--- src/rtl/display_pkg.sv ---
`default_nettype none
// ============================================================================
// Module      : display_pkg
// Description : Shared constants, state encoding and helpers for the
//               multiplexed 7-segment display scan logic.
// Revision    : 1.0 - initial release
// ============================================================================
package display_pkg;

  localparam int unsigned N_DIGITOS   = 4;
  localparam int unsigned BCD_W       = 4;
  localparam logic [3:0]  ANODOS_OFF  = 4'b1111;

  typedef enum logic [1:0] {
    IDLE  = 2'd0,
    BLANK = 2'd1,
    SHOW  = 2'd2
  } estado_t;

  // Active-low anode pattern that lights only digit idx.
  function automatic logic [3:0] anodo_activo(input logic [1:0] idx);
    return ~(4'b0001 << idx);
  endfunction

  // BCD nibble idx of a 4-digit value.
  function automatic logic [3:0] nibble(input logic [15:0] v, input logic [1:0] idx);
    return v[{idx, 2'b00} +: 4];
  endfunction

  // A digit is significant when it is digit 0 or any nibble from idx upward is non-zero.
  function automatic logic digito_visible(input logic [15:0] v, input logic [1:0] idx);
    return (idx == 2'd0) || ((v >> {idx, 2'b00}) != 16'd0);
  endfunction

endpackage
`default_nettype wire

--- src/rtl/contador_intervalo.sv ---
`default_nettype none
// ============================================================================
// Module      : contador_intervalo
// Description : Loadable down-counter that stops at zero; done is high while
//               the count is zero, i.e. on the last cycle of an interval.
// Revision    : 1.0 - initial release
// ============================================================================
module contador_intervalo #(
  parameter int unsigned WIDTH = 16
) (
  input  logic             CLK,
  input  logic             reset,
  input  logic             load,
  input  logic [WIDTH-1:0] load_value,
  output logic             done
);

  logic [WIDTH-1:0] r_count;

  // Load takes priority; otherwise count down and hold at zero.
  always_ff @(posedge CLK or posedge reset) begin
    if (reset) begin
      r_count <= '0;
    end else if (load) begin
      r_count <= load_value;
    end else if (r_count != '0) begin
      r_count <= r_count - 1'b1;
    end
  end

  assign done = (r_count == '0);

endmodule
`default_nettype wire

--- src/rtl/barrido_display.sv ---
`default_nettype none
// ============================================================================
// Module      : barrido_display
// Description : Scan controller for a 4-digit multiplexed 7-segment display.
//               A staging register captures new values at any time; they move
//               to the shadow register only at a frame boundary (or while
//               idle) so a frame never mixes two values. Each digit is
//               preceded by a blanking interval to hide decoder latency.
//               Optional macro BARRIDO_LEADING_ZERO_BLANK_EN keeps leading
//               zero digits dark (digit 0 always lit).
// Revision    : 1.0 - initial release
// ============================================================================
module barrido_display
  import display_pkg::*;
#(
  parameter int unsigned PRESCALE     = 25000,
  parameter int unsigned BLANK_CYCLES = 500
) (
  input  logic        CLK,
  input  logic        reset,
  input  logic        enable,
  input  logic [15:0] valor,
  input  logic        cargar,
  output logic [3:0]  numero,
  output logic [3:0]  anodos,
  output logic        actualizado
);

  localparam int unsigned c_MAX   = (PRESCALE > BLANK_CYCLES) ? PRESCALE : BLANK_CYCLES;
  localparam int unsigned c_CNT_W = $clog2(c_MAX + 1);
  localparam logic [c_CNT_W-1:0] c_SHOW_LOAD  = c_CNT_W'(PRESCALE - 1);
  localparam logic [c_CNT_W-1:0] c_BLANK_LOAD = c_CNT_W'(BLANK_CYCLES - 1);

  estado_t             r_state;
  estado_t             w_next_state;
  logic [1:0]          r_index;
  logic [1:0]          w_next_index;
  logic [15:0]         r_staging;
  logic [15:0]         r_shadow;
  logic [15:0]         w_shadow_next;
  logic                r_pending;
  logic                w_transfer;
  logic                w_done;
  logic                w_load;
  logic [c_CNT_W-1:0]  w_load_value;
  logic [3:0]          w_anodos_next;
  logic [3:0]          w_numero_next;
  logic [3:0]          r_numero;
  logic [3:0]          r_anodos;
  logic                r_actualizado;

  // Interval timer shared by the blanking and lit phases.
  contador_intervalo #(
    .WIDTH (c_CNT_W)
  ) u_contador (
    .CLK        (CLK),
    .reset      (reset),
    .load       (w_load),
    .load_value (w_load_value),
    .done       (w_done)
  );

  // A waiting value moves to the shadow at the end of digit 3 or whenever idle.
  assign w_transfer    = r_pending &&
                         ((r_state == IDLE) ||
                          ((r_state == SHOW) && (r_index == 2'd3) && w_done));
  assign w_shadow_next = w_transfer ? r_staging : r_shadow;

  // State and digit index register.
  always_ff @(posedge CLK or posedge reset) begin
    if (reset) begin
      r_state <= IDLE;
      r_index <= 2'd0;
    end else begin
      r_state <= w_next_state;
      r_index <= w_next_index;
    end
  end

  // Next-state logic; dropping enable forces IDLE from any state.
  always_comb begin
    w_next_state = r_state;
    w_next_index = r_index;
    if (!enable) begin
      w_next_state = IDLE;
      w_next_index = 2'd0;
    end else begin
      case (r_state)
        IDLE:    begin
          w_next_state = BLANK;
          w_next_index = 2'd0;
        end
        BLANK:   if (w_done) w_next_state = SHOW;
        SHOW:    if (w_done) begin
          w_next_state = BLANK;
          w_next_index = r_index + 2'd1;
        end
        default: w_next_state = IDLE;
      endcase
    end
  end

  // Output and timer control, computed from the upcoming state so outputs register cleanly.
  always_comb begin
    w_anodos_next = ANODOS_OFF;
    w_numero_next = r_numero;
    w_load        = (w_next_state != r_state) || (r_state == IDLE);
    w_load_value  = '0;
    if (w_next_state == SHOW) begin
`ifdef BARRIDO_LEADING_ZERO_BLANK_EN
      if (digito_visible(w_shadow_next, w_next_index)) begin
        w_anodos_next = anodo_activo(w_next_index);
      end
`else
      w_anodos_next = anodo_activo(w_next_index);
`endif
      w_load_value  = c_SHOW_LOAD;
    end else if (w_next_state == BLANK) begin
      w_load_value  = c_BLANK_LOAD;
    end
    // The digit code is presented at the start of blanking, giving the decoder time to settle.
    if ((w_next_state == BLANK) && (r_state != BLANK)) begin
      w_numero_next = nibble(w_shadow_next, w_next_index);
    end
  end

  // Load path, shadow transfer and registered outputs.
  always_ff @(posedge CLK or posedge reset) begin
    if (reset) begin
      r_staging     <= 16'd0;
      r_shadow      <= 16'd0;
      r_pending     <= 1'b0;
      r_numero      <= 4'd0;
      r_anodos      <= ANODOS_OFF;
      r_actualizado <= 1'b0;
    end else begin
      r_shadow      <= w_shadow_next;
      r_actualizado <= w_transfer;
      if (cargar) begin
        r_staging <= valor;
        r_pending <= 1'b1;
      end else if (w_transfer) begin
        r_pending <= 1'b0;
      end
      r_numero      <= w_numero_next;
      r_anodos      <= w_anodos_next;
    end
  end

  assign numero      = r_numero;
  assign anodos      = r_anodos;
  assign actualizado = r_actualizado;

endmodule
`default_nettype wire

--- config.mk ---
export PLATFORM = sky130hd
export DESIGN_NAME = barrido_display
export DESIGN_NICKNAME = d
export VERILOG_FILES = /design/src/rtl/display_pkg.sv /design/src/rtl/contador_intervalo.sv /design/src/rtl/barrido_display.sv
export SDC_FILE = /design/constraint.sdc
export NUM_CORES = 1
export LEC_CHECK = 0
export CORE_MARGIN = 4
export CORE_UTILIZATION = 39
export CTS_CLUSTER_SIZE = 20
export DETAILED_ROUTE_END_ITERATION = 12
export DONT_BUFFER_PORTS = 1
export HOLD_SLACK_MARGIN = 0.12
export MAX_ROUTING_LAYER = met4
export SYNTH_ARGS = -nofsm -noshare
export SYNTH_HDL_FRONTEND = slang
export SYNTH_SLANG_ARGS = --single-unit
--- constraint.sdc ---
create_clock -name CLK -period 5.3 [get_ports CLK]
set_input_delay 1.06 -clock CLK [delete_from_list [all_inputs] [get_ports CLK]]
set_output_delay 1.06 -clock CLK [all_outputs]
set_load 0.01 [all_outputs]
# Word-level counts from Yosys, hierarchy flattened
# Cells that the tools add are included.
# word_totals
out_inout_bits	9
reg_bits	61
elab_cells	47
in_bits	20
# classes
shift	2
n_reduce_logical	11
n_eq_ne	7
bitwise	1
mux	15
n_addsub	2
# ops
cell	n
$mux W15	3
$mux W16	1
$shiftx A16 B5 Y4	1
$logic_not A15 Y1	1
$reduce_bool A15 Y1	1
$sub A15 B1 Y15 const B	1
$mux W2	5
$mux W9	1
$eq A2 B2 Y1 const B	3
$pmux W2 S3	1
$eq A2 B1 Y1 const B	2
$logic_and A1 B1 Y1	4
$mux W4	1
$not A4 Y4	1
$pmux W2 S2	1
$reduce_bool A2 Y1	2
$shl A1 B2 Y4 const A	1
$add A2 B1 Y2 const B	1
$logic_not A2 Y1	1
$logic_or A1 B1 Y1	2
$mux W1	2
$ne A2 B1 Y1 const B	1
$ne A2 B2 Y1	1

# Longest topological paths before layout
# Gate-level depths: netlist of the first run.
# logic_depth
word_depth	8
depth_mapped	12
mapped_depth_nobuf	11

# Modules after synthesis
# Synthesis of the first run repeated with hierarchy kept, for this count alone.
# unflattened
hier_cells	242
area_unflattened_um2	2917.8
# modules_own_cells
module	n_inst	area_per_inst_um2	seq_area_each_um2	cells_per_inst
barrido_display	1	2045.7	1156.1	154
contador_intervalo	1	872.1	375.4	88

# Worst setup path after synthesis of the first run
# No wires, ideal clock.
# synth_timing
path_kind	register to register
from	reg u_contador.r_count[0]
to	reg r_numero[0] (netlist: numero[0])
n_path_buf	1
synth_period_minus_slack_ns	2.809
t_arrival_ns	2.683
path_slack_ns	2.491
required_ns	5.174
path_stages_with_launch	12
setup_ns	0.126
path_cell_list	dfrtp_1 > inv_1 > ha_1 > nor4b_1 > nand4_1 > and2_0 > o21ai_0 > ha_1 > and2_1 > clkbuf_1 > a21bo_2 > o32a_1
# synth_between
elab_chain_len	6
elab_cells_between_ends	15
classes_between	eq/ne: 1; shift: 1; mux: 8; reduce/logical: 5
# synth_lines
item	line_no	text
start, declared	contador_intervalo.sv:18	logic [WIDTH-1:0] r_count;
start signal, assigned	contador_intervalo.sv:25	r_count <= load_value;
start signal, assigned	contador_intervalo.sv:27	r_count <= r_count - 1'b1;
$logic_not A15 Y1 (*)	contador_intervalo.sv:31	assign done = (r_count == '0);
parallel branches: the longest is 5 deep, another holds $shiftx A16 B5 Y4	n/a	
end signal, assigned	barrido_display.sv:145	r_numero <= w_numero_next;
end, declared	barrido_display.sv:48	logic [3:0] r_numero;
# Every way passes the cells marked *.
# A chain may end at the register's enable or synchronous reset.

# Worst setup path in the final report of the first run
# layout_timing
from	reg u_contador.r_count[9]
to	reg r_numero[0] (netlist: numero[0])
# The elaborated chain is that of the path after synthesis.

==> flow_metrics.env, run 1 <==
export IMPL_outcome="finished, final reports clean"
export IMPL_via_per_inst=5.11
export IMPL_tns_ns=0
export IMPL_grt_start_max_net_pins=62
export IMPL_start_kind="register"
export IMPL_path_clk_slew_ns=0.07
export IMPL_post_dp_hpwl_mm=3.60
export IMPL_holdPathEnd="r_shadow[5]$_DFF_PP0_"
export IMPL_gp_congestion=0.825
export IMPL_synth_simple_area_share_pct=14.2
export IMPL_syn_nets=258
export IMPL_fp_row_count=30
export IMPL_cp_cell_sequence="nor4_1, nand4_1, and2_0, o21ai_0, ha_1, and2_1, a21bo_2, o32a_1"
export IMPL_htreeDepth=3
export IMPL_reg2reg_depth=8
export IMPL_fin_crit_ns=3.11
export IMPL_core_um2=6830
export IMPL_cts_sinks=61
export IMPL_synth_seq_cells=61
export IMPL_grt_usage_pct=13.7
export IMPL_cts_repair_resized=0
export IMPL_max_freq_mhz=322
export IMPL_antenna_found_initial=0
export IMPL_ant_nets=0
export IMPL_via_count=1736
export IMPL_area_growth_syn_to_layout_pct=11.2
export IMPL_r2r_setup_slack_ns=2.19
export IMPL_avgSynthCellArea_um2=11.8
export IMPL_rsz0062_at_grt="no"
export IMPL_switching_share_pct=24.1
export IMPL_cts_hold_buf=0
export IMPL_setup_slack_ns=2.19
export IMPL_setup_violations=0
export IMPL_timing_rr_start="u_contador.r_count[9]$_DFFE_PP0P_"
export IMPL_grt_first_pass_wirelength_mm=8.70
export IMPL_cts_setup_buffers=0
export IMPL_clk_latency_ns=0.34
export IMPL_root_buffer="clkbuf_8"
export IMPL_cellLeakagePower_nw=1.29
export IMPL_period_share_pct=58.6
export IMPL_grt_pass1_vias=1760
export IMPL_clockPowerShare_pct=40.7
export IMPL_cap_violations=0
export IMPL_crit_path_end_kind="register"
export IMPL_critical_path_max_stage_delay_ns=0.59
export IMPL_start_util_pct=40.6
export IMPL_num_io_pins=29
export IMPL_wirelength_mm=5.19
export IMPL_p_switching_w=0.000265
export IMPL_crit_family="simple AND/OR/NAND/NOR gates"
export IMPL_combPwrFrac_pct=9.7
export IMPL_fin_nets=263
export IMPL_synth_edf_count=0
export IMPL_synth_top_family_by_area="simple AND/OR/NAND/NOR gates"
export IMPL_synthMuxAreaShare_pct=13.1
export IMPL_hold_class="reg -> reg"
export IMPL_synth_warnings=0
export IMPL_crit_slowest_cell="nor4_1"
export IMPL_yosysUniqueCellTypes=44
export IMPL_total_power_w=0.00110
export IMPL_seq_power_share_pct=49.6
export IMPL_grt_overflow_total=0
export IMPL_timing_hold_violations_final=0
export IMPL_synthXorXnorAreaFrac_pct=3.48
export IMPL_r2r_end="numero[0]$_DFFE_PP0P_"
export IMPL_p_per_area_nw_per_um2=358
export IMPL_diodes=0
export IMPL_cts_made_buffers=9
export IMPL_critPathBufInv=0
export IMPL_vdd_drop_max_uv=101
export IMPL_worstPathRequired_ns=5.52
export IMPL_clk_path_buf_depth=2
export IMPL_netlist_instances=234
export IMPL_syn_area_um2=2770
export IMPL_layout_drive_gt1_share_pct=23.4
export IMPL_dp_cells=324
export IMPL_min_path_cells=2
export IMPL_drt_iter0_drc=64
export IMPL_synth_compound_area_share_pct=9.39
export IMPL_drv_slew=0
export IMPL_die_y_um=92.3
export IMPL_layout_common_cells="dfrtp_1 (57), mux2_2 (27), nor2_1 (19)"
export IMPL_max_slew_margin_pct=49.7
export IMPL_synth_adder_area_share_pct=1.81
export IMPL_layout_commonest_cell="dfrtp_1"
export IMPL_drc=0
export IMPL_worst_slew_pin_slew_ns=0.755
export IMPL_critPathKind="reg -> reg"
export IMPL_yosysSeqAreaShare_pct=55.3
export IMPL_portBuffers=0
export IMPL_cellInternalPower_w=0.000837
export IMPL_path_max_fanout=9
export IMPL_tritoncts="built"
export IMPL_wl_per_cell_um=15.3
export IMPL_design_die_area_um2=8520
export IMPL_synthFlopType="dfrtp_1"
export IMPL_placed_cell_area_um2=2870
export IMPL_clock_skew_ns=0.00912
export IMPL_async_flop_share_pct=100
export IMPL_final_cells=340
export IMPL_hp_start="r_shadow[5]$_DFF_PP0_"
export IMPL_crit_arrival_ns=3.33
export IMPL_dp_slack_ns=2.19
export IMPL_dr_pass1_iters=4
export IMPL_design_area_um2=3080
export IMPL_dieWidth_um=92.3
-- routing by layer --
metal | up-vias | wire [um] | GRT usage [%]
met2 | 32 | 2270 | 19.2
li1 | 836 | - | -
met4 | 0 | 137 | 9.16
met3 | 9 | 242 | 3.82
met5 | - | 0 | -
met1 | 859 | 2540 | 17.2
-- cells by family (layout without fill, tap and decap cells) --
kind of cell / after synthesis / after routing
AND/OR/NAND/NOR: 71 / 71
multiplexers: 32 / 32
buffers and inverters: 18 / 28
XOR/XNOR: 11 / 11
flip-flops: 61 / 61
AO/OA/AOI/OAI: 37 / 37
adder cells (fa/ha/maj): 4 / 4
-- worst max path at each step --
stage	start	endpoint	slack, ns	cells past startpoint
2_1_floorplan	u_contador.r_count[0]$_DFFE_PP0P_	numero[0]$_DFFE_PP0P_	2.49	11
3_3_place_gp	u_contador.r_count[9]$_DFFE_PP0P_	numero[0]$_DFFE_PP0P_	2.34	8
3_5_place_dp	u_contador.r_count[9]$_DFFE_PP0P_	numero[0]$_DFFE_PP0P_	2.19	8
4_1_cts	u_contador.r_count[9]$_DFFE_PP0P_	numero[0]$_DFFE_PP0P_	2.16	8
5_1_grt	u_contador.r_count[2]$_DFFE_PP0P_	numero[0]$_DFFE_PP0P_	1.85	8
6_report	u_contador.r_count[9]$_DFFE_PP0P_	numero[0]$_DFFE_PP0P_	2.19	8
-- through the flow --
stage / hold WS, ns / util [%]
6_report: 0.483 / 45.1
5_1_grt: 0.506 / 45.1
4_1_cts: 0.491 / 45.1
3_5_place_dp: 0.473 / 41.9
3_3_place_gp: 0.473 / 41.9
2_1_floorplan: 0.446 / -
-- synth_stat cells, drive strengths merged (2+ instances only) --
library cell,number,area [um^2]
o32a,4,40.0
a32o,4,40.0
xor2,6,52.6
dfstp,4,105
nand2b,3,18.8
nand3,4,20.0
or4b,2,20.0
inv,11,41.3
nor2,19,71.3
nor2b,6,37.5
clkbuf,5,18.8
buf,2,15.0
and2,5,31.3
xnor2,5,43.8
nand2,14,52.6
o21ai,11,66.3
o31ai,2,15.0
ha,4,50.1
mux2,29,334
nor4b,2,17.5
nor3,4,20.0
a21oi,10,50.1
nor4,4,40.0
or4,3,30.0
dfrtp,57,1430
mux2i,3,30.0
-- power by group through the flow --
stage | clock (W) | sequential [W] | combinational, W
after floorplan | 0 | 0.000546 | 0.0000941
after CTS | 0.000461 | 0.000547 | 0.000110
after global placement | 0 | 0.000554 | 0.000108
after global routing | 0.000484 | 0.000553 | 0.000121
final | 0.000448 | 0.000546 | 0.000107
after detailed placement | 0 | 0.000556 | 0.000109
-- registers in the layout (all words and copies together) (netlist names) --
signal              flops
r_shadow               16
r_staging              16
u_contador.r_count     15
anodos                  4
numero                  4
r_index                 2
r_state                 2
actualizado             1
r_pending               1
-- final cells by class --
| cell class | instances | area [um^2] |
|---|---|---|
| multi-input combinational | 155 | 1160 |
| timing repair buffer | 1 | 7.51 |
| clock inverter | 6 | 87.6 |
| inverter | 11 | 41.3 |
| tap | 96 | 120 |
| clock buffer | 10 | 128 |
| sequential | 61 | 1530 |
| fill | 679 | 3750 |
-- worst min-delay path, delay by kind of cell, from the launching register on --
kind     cells  cell delay [ns]
buf+inv      1             0.05
flops        1             0.33
mux          1             0.07
Note: power is estimated with default switching activity, not from simulation.
==> inputs of run 2 (changes only) <==
- clock period: 5.3 -> 2.6 ns (I/O delays scaled with it)
==> flow_metrics.env, run 2 (synthesized netlist as in run 1, its figures left out) <==
export IMPL_holdWs_ns=0.127
export IMPL_grtUsageMet1_pct=21.2
export IMPL_crit_slowest_cell="or4_4"
export IMPL_dr_pass1_iters=4
export IMPL_clk_path_buf_depth=2
export IMPL_critical_path_max_stage_delay_ns=0.56
export IMPL_final_core_util_pct=50.5
export IMPL_grtUsageMet2_pct=22.2
export IMPL_cellLeakagePower_nw=1.47
export IMPL_timing_hold_violations_final=0
export IMPL_wl_per_cell_um=16.3
export IMPL_fin_nets=298
export IMPL_setup_violations=0
export IMPL_tns_ns=0
export IMPL_design_area_um2=3450
export IMPL_start_kind="register"
export IMPL_ant_nets=0
export IMPL_drv_slew=0
export IMPL_max_freq_mhz=391
export IMPL_htreeDepth=3
export IMPL_fillers=613
export IMPL_multi_input_area_um2=1280
export IMPL_crit_arrival_ns=2.78
export IMPL_core_um2=6830
export IMPL_combPwrFrac_pct=12.5
export IMPL_period_share_pct=98.4
export IMPL_clk_latency_ns=0.34
export IMPL_grt_first_pass_wirelength_mm=10.0
export IMPL_fin_crit_ns=2.56
export IMPL_p_per_area_nw_per_um2=644
export IMPL_drc=0
export IMPL_layout_drive_gt1_share_pct=39.1
export IMPL_grt_start_max_net_pins=37
export IMPL_worst_slew_pin_slew_ns=0.781
export IMPL_num_io_pins=29
export IMPL_reg2reg_depth=7
export IMPL_grt_overflow_total=0
export IMPL_cap_violations=0
export IMPL_crit_path_end_kind="register"
export IMPL_fp_row_count=30
export IMPL_cellInternalPower_w=0.00165
export IMPL_grt_usage_pct=15.5
export IMPL_path_max_fanout=8
export IMPL_seq_power_share_pct=50.5
export IMPL_layout_commonest_cell="dfrtp_1"
export IMPL_antenna_found_initial=0
export IMPL_cts_hold_buf=0
export IMPL_root_buffer="clkbuf_8"
export IMPL_placed_cell_area_um2=3070
export IMPL_worstPathRequired_ns=2.82
export IMPL_post_dp_hpwl_mm=4.14
export IMPL_vdd_drop_max_uv=215
export IMPL_drt_iter0_drc=115
export IMPL_r2r_setup_slack_ns=0.04
export IMPL_clockPowerShare_pct=37.0
export IMPL_grt_util_met3_pct=3.01
export IMPL_portBuffers=0
export IMPL_switching_share_pct=25.8
export IMPL_cp_cell_sequence="or4_4, nor4_4, buf_4, o21ai_4, mux2_2, a32o_1, o32a_1"
export IMPL_hold_class="in -> async"
export IMPL_outcome="finished, final reports clean"
export IMPL_design_die_area_um2=8520
export IMPL_cts_sinks=61
export IMPL_biggestRegsByFlops="r_shadow: 16 flops, r_staging: 16 flops, u_contador.r_count: 15 flops"
export IMPL_dieWidth_um=92.3
export IMPL_critPathKind="reg -> reg"
export IMPL_r2r_end="numero[1]$_DFFE_PP0P_"
export IMPL_tritoncts="built"
export IMPL_start_util_pct=40.6
export IMPL_gp_congestion=0.808
export IMPL_diodes=0
export IMPL_wirelength_mm=6.11
export IMPL_die_y_um=92.3
export IMPL_timing_rr_start="u_contador.r_count[9]$_DFFE_PP0P_"
export IMPL_grt_busiest_layer="met2"
export IMPL_rsz0062_at_grt="yes"
export IMPL_grt_pass1_vias=1954
export IMPL_via_per_inst=5.05
export IMPL_seqCellArea_um2=1530
export IMPL_layout_common_cells="dfrtp_1 (56), buf_4 (32), mux2_2 (25)"
export IMPL_via_count=1893
export IMPL_max_slew_margin_pct=47.7
export IMPL_path_clk_slew_ns=0.07
export IMPL_area_growth_syn_to_layout_pct=24.5
export IMPL_clock_skew_ns=0.0116
export IMPL_p_switching_w=0.000573
export IMPL_cts_made_buffers=9
-- run 2: what timing repair did --
item	in CTS	in global routing
pin swaps	4	7
endpoints found under the setup margin	4	11
gates resized for setup	7	17
gates cloned	1	0
setup buffers	5	8
-- run 2: area by class of cell --
type	count	share of cell area [%]
Clock buffer	10	3.70
Clock inverter	6	1.85
Inverter	11	1.20
Multi-Input combinational cell	156	37.2
Sequential cell	61	44.4
Tap cell	96	3.48
Timing Repair Buffer	35	8.19
-- run 2: worst max path at each step --
stage / from / end / slack, ns / cells after the start
2_1_floorplan: u_contador.r_count[0]$_DFFE_PP0P_ / numero[3]$_DFFE_PP0P_ / 0.0006 / 9
3_5_place_dp: u_contador.r_count[0]$_DFFE_PP0P_ / numero[2]$_DFFE_PP0P_ / -0.08 / 8
3_3_place_gp: u_contador.r_count[0]$_DFFE_PP0P_ / numero[0]$_DFFE_PP0P_ / -0.04 / 12
5_1_grt: u_contador.r_count[1]$_DFFE_PP0P_ / numero[1]$_DFFE_PP0P_ / -0.05 / 9
4_1_cts: u_contador.r_count[1]$_DFFE_PP0P_ / numero[1]$_DFFE_PP0P_ / 0.006 / 9
6_report: u_contador.r_count[9]$_DFFE_PP0P_ / numero[1]$_DFFE_PP0P_ / 0.04 / 7
-- run 2: per-stage QoR --
| step | total power (W) | setup WS (ns) | instances |
|---|---|---|---|
| final | 0.00222 | 0.0410 | 375 |
| after global routing | 0.00232 | -0.0468 | 375 |
| after CTS | 0.00224 | 0.00622 | 367 |
| after detailed placement | 0.00138 | -0.0764 | 345 |
| after global placement | 0.00138 | -0.0351 | 345 |
| after floorplan | 0.00131 | 0.000584 | 234 |
-- run 2: power groups by stage --
stage          Clock, W  Combinational [W]  Sequential, W
2_1_floorplan         0           0.000194        0.00112
3_3_place_gp          0           0.000242        0.00114
3_5_place_dp          0           0.000249        0.00114
4_1_cts        0.000845           0.000268        0.00112
5_1_grt        0.000882           0.000305        0.00114
6_report       0.000822           0.000277        0.00112
-- run 2: metal layers --
metal	up-vias	wire [um]
met5	-	0
met4	0	72
li1	912	-
met3	6	250
met2	35	2750
met1	940	3040
-- run 2: worst max-delay path, delay by kind of cell (launching register included) --
family                 cells  cell delay (ns)
AND/OR/NAND/NOR            2             0.84
AO/OA/AOI/OAI              3             0.69
flip-flops                 1             0.39
multiplexers               1             0.33
buffers and inverters      1             0.19
==> inputs of run 3 (changes only) <==
- clock period: 2.6 -> 2.62 ns (I/O delays scaled with it)
==> flow_metrics.env, run 3 (synthesized netlist as in run 1, its figures left out) <==
export IMPL_outcome="finished, final reports clean"
export IMPL_critPathKind="reg -> reg"
export IMPL_clock_skew_ns=0.00953
export IMPL_start_kind="register"
export IMPL_core_um2=6830
export IMPL_area_growth_syn_to_layout_pct=23.3
export IMPL_dr_pass1_iters=4
export IMPL_cellLeakagePower_nw=1.48
export IMPL_dp_cells=352
export IMPL_vdd_drop_max_uv=254
export IMPL_gp_congestion=0.837
export IMPL_tritoncts="built"
export IMPL_ant_nets=0
export IMPL_crit_arrival_ns=2.78
export IMPL_clk_latency_ns=0.34
export IMPL_layout_common_cells="dfrtp_1 (57), buf_4 (34), mux2_2 (25)"
export IMPL_crit_family="compound AO/OA/AOI/OAI gates"
export IMPL_antenna_found_initial=0
export IMPL_cts_sinks=61
export IMPL_cap_violations=0
export IMPL_layout_commonest_cell="dfrtp_1"
export IMPL_portBuffers=0
export IMPL_post_dp_hpwl_mm=4.13
export IMPL_worst_slew_pin_slew_ns=0.717
export IMPL_root_buffer="clkbuf_8"
export IMPL_total_power_w=0.00213
export IMPL_multi_input_area_um2=1260
export IMPL_htreeDepth=3
export IMPL_via_count=1910
export IMPL_die_y_um=92.3
export IMPL_setup_violations=0
export IMPL_critical_path_max_stage_delay_ns=0.49
export IMPL_layout_drive_gt1_share_pct=37.7
export IMPL_critPathBufInv=2
export IMPL_grt_usage_pct=15.2
export IMPL_fillers=641
export IMPL_via_per_inst=5.07
export IMPL_wirelength_mm=5.86
export IMPL_max_slew_margin_pct=52.0
export IMPL_num_io_pins=29
export IMPL_max_freq_mhz=392
export IMPL_cp_cell_sequence="inv_2, ha_4, or4b_4, nor4_4, buf_6, o21ai_4, mux2_4, a32o_2, o32a_1"
export IMPL_crit_path_end_kind="register"
export IMPL_final_cells=377
export IMPL_wl_per_cell_um=15.5
export IMPL_path_max_fanout=8
export IMPL_seqCellArea_um2=1530
export IMPL_clk_path_buf_depth=2
export IMPL_drv_slew=0
export IMPL_worstPathRequired_ns=2.85
export IMPL_biggestRegsByFlops="r_shadow: 16 flops, r_staging: 16 flops, u_contador.r_count: 15 flops"
export IMPL_dieWidth_um=92.3
export IMPL_reg2reg_depth=9
export IMPL_grt_first_pass_wirelength_mm=9.67
export IMPL_grt_pass1_vias=1979
export IMPL_fin_crit_ns=2.55
export IMPL_drt_iter0_drc=80
export IMPL_fin_nets=300
export IMPL_drc=0
export IMPL_grt_start_max_net_pins=23
export IMPL_hold_class="in -> reg"
export IMPL_fp_row_count=30
export IMPL_crit_slowest_cell="or4b_4"
export IMPL_min_path_cells=1
export IMPL_grt_overflow_total=0
export IMPL_path_clk_slew_ns=0.07
export IMPL_rsz0062_at_grt="yes"
export IMPL_period_share_pct=97.4
export IMPL_p_per_area_nw_per_um2=623
export IMPL_cts_made_buffers=9
export IMPL_design_die_area_um2=8520
export IMPL_start_util_pct=40.6
export IMPL_diodes=0
export IMPL_timing_hold_violations_final=0
export IMPL_cp_num_cells=9
-- run 3: path summary, 6_finish.rpt --
check / from / to / slack [ns]
setup / recovery: u_contador.r_count[1]$_DFFE_PP0P_ / numero[2]$_DFFE_PP0P_ / 0.07
hold / removal: enable / anodos[2]$_DFF_PP1_ / 0.24
setup reg to reg: u_contador.r_count[1]$_DFFE_PP0P_ / numero[2]$_DFFE_PP0P_ / 0.07
hold reg to reg: r_shadow[5]$_DFF_PP0_ / r_shadow[5]$_DFF_PP0_ / 0.49
max in group asynchronous: reset / anodos[3]$_DFF_PP1_ / 1.32
min in group asynchronous: reset / r_index[1]$_DFF_PP0_ / 0.64
-- run 3: metal layers --
| layer | vias up | track usage [%] | part of all wire, % |
|---|---|---|---|
| li1 | 920 | - | - |
| met1 | 938 | 19.6 | 49 |
| met2 | 40 | 21.5 | 45 |
| met3 | 12 | 4.47 | 4.5 |
| met4 | 0 | 8.04 | 1.9 |
| met5 | - | - | 0 |
-- run 3: power breakdown --
group / switching [W] / internal [W]
Combinational: 0.000121 / 0.000154
Sequential: 0.0000670 / 0.00104
Clock: 0.000397 / 0.000345
Total: 0.000585 / 0.00154
-- run 3: cell type report --
type / count / area share, %
sequential: 61 / 44.8
clock inverter: 7 / 1.50
inverter: 11 / 1.21
timing repair buffer: 37 / 8.42
multi-input combinational: 156 / 36.9
clock buffer: 9 / 3.63
tap: 96 / 3.52
-- run 3: timing repair --
action,in CTS,in global routing
buffers inserted,2,5
gates resized for setup,5,12
endpoints found under the hold margin,17,0
hold buffers,1,0
endpoints found under the setup margin,4,6
gates cloned,1,0
pin swaps,5,5
-- run 3: stage by stage --
stage	setup slack, ns	hold WS (ns)	utilization, %	setup TNS [ns]	cell area, um^2
final	0.0673	0.245	50.0	0	3420
after global routing	-0.0293	0.237	50.0	-0.0578	3420
after CTS	0.00723	0.233	48.6	0	3320
after detailed placement	-0.0154	0.433	45.4	-0.0154	3100
after global placement	0.0631	0.429	45.4	0	3100
after floorplan	-0.0122	0.446	-	-0.0122	2800
